`src/rtl/mul_iter.sv`:
```
// Iterative radix-2 shift-add multiplier: one setup cycle, then WIDTH add/shift
// cycles on magnitudes, with the sign reapplied to the full 2*WIDTH-bit product.
module mul_iter #(
  parameter int WIDTH = 32,
  parameter int CNT_W = 6
) (
  input  logic             clk_mul,
  input  logic             rst,
  input  logic             mul_en,
  input  logic [WIDTH-1:0] mul_x,
  input  logic [WIDTH-1:0] mul_y,
  input  logic             mul_signed,
  output logic             stall_mul,
  output logic [WIDTH-1:0] MEM_mul_lo,
  output logic [WIDTH-1:0] MEM_mul_hi,
  output logic             MEM_mul_valid
);

  typedef enum logic [1:0] {IDLE, CALC, DONE} state_t;

  state_t             state_q;
  logic [CNT_W-1:0]   cnt_q;
  logic [2*WIDTH:0]   acc_q;
  logic [WIDTH-1:0]   mcand_q;
  logic               neg_q;
  logic               valid_q;

  logic [WIDTH-1:0]   abs_x, abs_y;
  logic               last;
  logic [WIDTH:0]     hi_sum;
  logic [2*WIDTH:0]   acc_step;
  logic [2*WIDTH-1:0] prod;

  always_comb begin
    abs_x = (mul_signed & mul_x[WIDTH-1]) ? (~mul_x + 1'b1) : mul_x;
    abs_y = (mul_signed & mul_y[WIDTH-1]) ? (~mul_y + 1'b1) : mul_y;
    last  = (state_q == CALC) && (cnt_q == CNT_W'(WIDTH - 1));
    // The carry bit is always 0 after the previous shift, so including it in
    // the add is equivalent to adding only the hi word.
    hi_sum = acc_q[0] ? (acc_q[2*WIDTH:WIDTH] + {1'b0, mcand_q})
                      : acc_q[2*WIDTH:WIDTH];
    acc_step = {1'b0, hi_sum, acc_q[WIDTH-1:1]};
    prod = neg_q ? (~acc_q[2*WIDTH-1:0] + 1'b1) : acc_q[2*WIDTH-1:0];
  end

  assign {MEM_mul_hi, MEM_mul_lo} = prod;
  assign MEM_mul_valid = valid_q & (state_q == DONE);
  assign stall_mul     = mul_en & ~last & ~rst;

  always_ff @(posedge clk_mul) begin
    if (rst) begin
      state_q <= IDLE;
      cnt_q   <= '0;
      acc_q   <= '0;
      mcand_q <= '0;
      neg_q   <= 1'b0;
      valid_q <= 1'b0;
    end else begin
      valid_q <= 1'b0;
      case (state_q)
        IDLE, DONE: begin
          if (mul_en) begin
            mcand_q <= abs_y;
            acc_q   <= {1'b0, {WIDTH{1'b0}}, abs_x};
            neg_q   <= mul_signed & (mul_x[WIDTH-1] ^ mul_y[WIDTH-1]);
            cnt_q   <= '0;
            state_q <= CALC;
          end
        end
        CALC: begin
          if (!mul_en) begin
            state_q <= IDLE;
            acc_q   <= '0;
            neg_q   <= 1'b0;
            cnt_q   <= '0;
          end else begin
            acc_q <= acc_step;
            cnt_q <= cnt_q + 1'b1;
            if (last) begin
              state_q <= DONE;
              valid_q <= 1'b1;
            end
          end
        end
        default: state_q <= IDLE;
      endcase
    end
  end

endmodule

```
`config.mk`:
```
export PLATFORM = sky130hd
export DESIGN_NAME = mul_iter
export DESIGN_NICKNAME = d
export VERILOG_FILES = /design/src/rtl/mul_iter.sv
export SDC_FILE = /design/constraint.sdc
export NUM_CORES = 1
export LEC_CHECK = 0
export BUFFER_PORTS_ARGS = -buffer_cell sky130_fd_sc_hd__buf_2
export CAP_MARGIN = 15
export CORE_ASPECT_RATIO = 1.1
export CORE_MARGIN = 5
export CORE_UTILIZATION = 48
export CTS_BUF_LIST = sky130_fd_sc_hd__clkbuf_2
export CTS_CLUSTER_SIZE = 30
export DETAILED_ROUTE_END_ITERATION = 12
export HOLD_SLACK_MARGIN = 0.05
export PLACE_DENSITY = 0.81
export SLEW_MARGIN = 20
export SYNTH_ARGS = -nofsm -noshare
export SYNTH_HDL_FRONTEND = slang
export SYNTH_SLANG_ARGS = --single-unit
```
`constraint.sdc`:
```
create_clock -name clk_mul -period 3.1 [get_ports clk_mul]
set_clock_uncertainty 0.1 [all_clocks]
set_input_delay 0.155 -clock clk_mul [delete_from_list [all_inputs] [get_ports clk_mul]]
set_output_delay 0.155 -clock clk_mul [all_outputs]
set_load 0.05 [all_outputs]
```
==> impl_metrics.py <==
metrics = {
    "run_status": {
        "run_status": "finished, violations left",
        "violations": "setup timing",
    },
    "worst_setup_path": {
        "worst_r2r_endpoint": "acc_q[63]$_SDFFE_PP0P_",
        "rrSetupSlack_ns": 0.13,
        "path_class": "reg -> out",
        "critical_path.reg2reg.startpoint": "acc_q[32]$_SDFFE_PP0P_",
        "r2r.worst_path.cells": 12,
        "worst_setup_path_end_kind": "output port",
        "worstSetupStartpointType": "register",
        "timing.critical_path.from": "acc_q[12]$_SDFFE_PP0P_",
        "worst-endpoint-required_ns": 2.84,
        "critical_path_peak_fanout": 4,
        "timing.critical_path.arrival_ns": 3.67,
    },
    "place": {
        "placed_area_sq_um": 9990,
        "place.port_buffers": 133,
        "gp_routability_congestion": 0.945,
        "cell_count_post_placement": 1518,
        "place.detailed.hpwl_um": 21200,
    },
    "floorplanning": {
        "floorplan.die.width_um": 139,
        "design.die.area_sq_um": 21100,
        "num_rows": 52,
        "initial_core_util_pct": 48.3,
        "core_sq_um": 18200,
        "dieHeight_um": 152,
        "design.portCount": 134,
    },
    "job": {
        "drv_cap": 0,
    },
    "logic_synthesis": {
        "post_synth_instance_area_sq_um": 8800,
        "synthTopCellsByArea": "sky130_fd_sc_hd__dfxtp_1 24%, sky130_fd_sc_hd__xnor2_1 8.4%, sky130_fd_sc_hd__nor2_1 6.0%",
        "synth_cell_type_count": 78,
        "share_of_the_synthesized_area_in_compound_gates_ao_oa_aoi_oai_pct": 28.6,
        "yosysWarningCount": 0,
        "postSynth.asyncResetShare_pct": 0,
        "most_area_hungry_cell_type_in_the_yosys_netlist": "sky130_fd_sc_hd__dfxtp_1",
        "synth_xor_area_share_pct": 13.2,
        "synth_flop_cell": "sky130_fd_sc_hd__dfxtp_1",
        "synthesis.area_per_instance_sq_um": 7.66,
        "synthesis.nets": 1253,
        "combinational_family_with_the_most_area_after_synthesis": "compound AO/OA/AOI/OAI gates",
        "post_synthesis_adder_cell_area_fraction_pct": 5.35,
        "synth.mux.area_fraction_pct": 1.52,
        "synth_simple_gate_area_share_pct": 22.7,
        "syn_inst": 1148,
        "synth_top_area_share_pct": 24.1,
        "synth_seq_area_share_pct": 24.1,
        "synth_enable_flop_cells": 0,
        "postSynthRegisterBits": 106,
    },
    "routing": {
        "drt_first_iter_violations": 1506,
        "drt_wl_total_um": 35500,
        "antenna_violating_nets_post_route": 0,
        "avg_vias_per_cell": 6.51,
        "wl_per_cell_um": 21.4,
        "final_routed_drc_violation_total": 0,
        "dr_vias": 10834,
        "detailedRoute.firstPassIterationCount": 8,
    },
    "sta": {
        "max_slew.worst_pin.slew_ns": 0.900,
        "timing.final.max_slew_violations": 0,
        "fmaxAchievable_ghz": 0.255,
        "endpoints_failing_setup": 53,
        "hold_viol_final": 0,
        "final_period_minus_worst_setup_slack_ns": 3.92,
        "final.period_utilization_pct": 127,
        "rsz0062_at_grt": "true",
        "setup_slack_ns": -0.823,
        "relSlewSlack_pct": 39.8,
    },
    "global_routing": {
        "grt_max_degree": 77,
        "number_of_global_route_vias_before_repair": 9803,
        "antenna_found_initial": 1,
        "grt_remaining_overflow": 0,
        "grt_pass1_wl_um": 50600,
        "grt.total_usage_pct": 28.5,
    },
    "layout": {
        "area_growth_pct": 41.1,
        "final_cells": 1664,
        "finish.net_count": 1520,
        "fin_area_sq_um": 12400,
        "drive_gt1_share_pct": 25.2,
    },
    "power_and_ir_drop": {
        "power.density_cell_area_nw_per_um2": 335,
        "vdd.ir_drop.worst_mv": 0.238,
        "p_leak_nw": 5.06,
    },
    "clock_tree": {
        "cts_buffers": 9,
        "cts.reportedPaths.clkPinSlew_ns": 0.34,
        "cts.path.max_buffers": 2,
        "tritoncts": "yes",
        "cts_root_buf": "sky130_fd_sc_hd__clkbuf_2",
        "cts_sinks": 106,
        "clock_latency_ns": 0.72,
        "htreeDepth": 3,
    },
    "min_path": {
        "holdCritPathClass": "in -> reg",
        "hold-path-cell-count": 4,
        "min-delay-start": "mul_y[15]",
        "min_to": "mcand_q[15]$_SDFFE_PP0P_",
    },
}
==> cells in the final DEF (no fill, tap or decap), drive strengths merged, types with 14 or more instances in the layout <==
cell         Yosys  final
a222oi          24     24
a22oi           21     21
dfxtp          106    106
a21o            20     20
or4             19     19
dlygate4sd3      0    105
o41ai           14     14
o31ai           31     31
xnor2           84     84
o21ai           68     68
or3             25     25
nand3           15     15
nor2           141    141
ha              36     36
inv             27     27
xor2            49     49
buf             10    221
a211oi          34     34
a21oi           83     83
nor3            41     41
nand2           73     73
==> metrics by stage <==
step                utilization, %  power [mW]  hold slack [ns]  TNS [ns]  setup slack (ns)
finish                        68.1        4.16            0.165    -27.94            -0.823
global route                  68.1        4.29            0.211    -29.77            -0.893
CTS                           65.5        3.92            0.189    -18.64            -0.605
detailed placement            54.8        2.87            0.356         0            0.0457
global placement              54.8        2.85            0.349         0            0.0887
floorplan                        -        2.49            0.191         0            0.0545
==> power by group <==
part	total [mW]	switching, mW	internal (mW)
sequential	1.55	0.101	1.45
combinational	1.82	1.10	0.719
clock	0.794	0.529	0.265
total	4.16	1.73	2.43
==> how the worst max path moves through the flow <==
stage	slack (ns)	cells after the start	endpoint
detailed placement	0.05	8	MEM_mul_hi[25]
global placement	0.09	8	MEM_mul_hi[1]
CTS	-0.60	8	MEM_mul_hi[13]
floorplan	0.05	8	MEM_mul_lo[23]
global route	-0.89	11	MEM_mul_lo[30]
finish	-0.82	11	MEM_mul_lo[30]
==> routing by layer <==
layer | part of all wire (%) | GRT usage [%] | vias to the layer above | routed length (um)
li1 | - | - | 4842 | -
met1 | 36 | 35.2 | 5033 | 12900
met2 | 47 | 48.6 | 752 | 16700
met3 | 9.5 | 4.09 | 207 | 3360
met4 | 7.3 | 14.2 | 0 | 2580
met5 | 0 | 0 | - | 0
==> critical path, cell delays in order, from the launching register on <==
cell	delay (ns)
sky130_fd_sc_hd__dfxtp_2	0.40
sky130_fd_sc_hd__or4_4	0.56
sky130_fd_sc_hd__nor4_4	0.24
sky130_fd_sc_hd__nand4bb_1	0.26
sky130_fd_sc_hd__buf_6	0.20
sky130_fd_sc_hd__buf_12	0.13
sky130_fd_sc_hd__buf_12	0.12
sky130_fd_sc_hd__nor2_4	0.17
sky130_fd_sc_hd__nand2_2	0.15
sky130_fd_sc_hd__o31ai_2	0.31
sky130_fd_sc_hd__xnor2_1	0.19
sky130_fd_sc_hd__buf_4	0.24
==> synthesized netlist by cell type (8+ instances only) <==
cell type,n
sky130_fd_sc_hd__nor2_1,140
sky130_fd_sc_hd__dfxtp_1,106
sky130_fd_sc_hd__xnor2_1,84
sky130_fd_sc_hd__a21oi_1,83
sky130_fd_sc_hd__nand2_1,73
sky130_fd_sc_hd__clkbuf_1,60
sky130_fd_sc_hd__xor2_1,49
sky130_fd_sc_hd__o21ai_0,44
sky130_fd_sc_hd__nor3_1,41
sky130_fd_sc_hd__ha_1,36
sky130_fd_sc_hd__a211oi_1,34
sky130_fd_sc_hd__inv_1,27
sky130_fd_sc_hd__o31ai_1,27
sky130_fd_sc_hd__a222oi_1,24
sky130_fd_sc_hd__o21ai_1,24
sky130_fd_sc_hd__or3_1,24
sky130_fd_sc_hd__a22oi_1,21
sky130_fd_sc_hd__a21o_1,20
sky130_fd_sc_hd__nand3_1,15
sky130_fd_sc_hd__or4_1,15
sky130_fd_sc_hd__nand2b_1,13
sky130_fd_sc_hd__o22ai_1,12
sky130_fd_sc_hd__o41ai_1,12
sky130_fd_sc_hd__mux2i_1,10
sky130_fd_sc_hd__nand4_1,10
sky130_fd_sc_hd__nor4_1,10
sky130_fd_sc_hd__a311oi_1,8
==> timing repair <==
action | CTS | global route
resized for setup | 151 | 81
pin swaps | 35 | 39
setup buffers | 14 | 14
setup endpoints to repair | 49 | 60
gates cloned | 0 | 0
hold buffers | 105 | 0
hold endpoints to repair | 96 | 0
==> cell type report <==
| class | instances | area, sq um |
|---|---|---|
| flip-flops and latches | 106 | 2140 |
| clock buffers | 9 | 45.0 |
| multi-input cells | 944 | 7040 |
| clock inverters | 7 | 93.8 |
| diodes | 1 | 2.50 |
| inverters | 28 | 105 |
| repair buffers | 326 | 2680 |
| fillers | 1368 | 5810 |
| well taps | 243 | 304 |
==> kinds of logic after synthesis <==
group,count (synthesis)
XOR/XNOR,133
buffers and inverters,98
AO/OA/AOI/OAI,366
flip-flops,106
adder cells (fa/ha/maj),37
multiplexers,13
AND/OR/NAND/NOR,395
==> state kept, by name (all words and copies together) (netlist names) <==
name and count:
valid_q 1, state_q 2, mcand_q 32, cnt_q 6
acc_q 64, neg_q 1
Note: power is estimated with default switching activity, not from simulation.
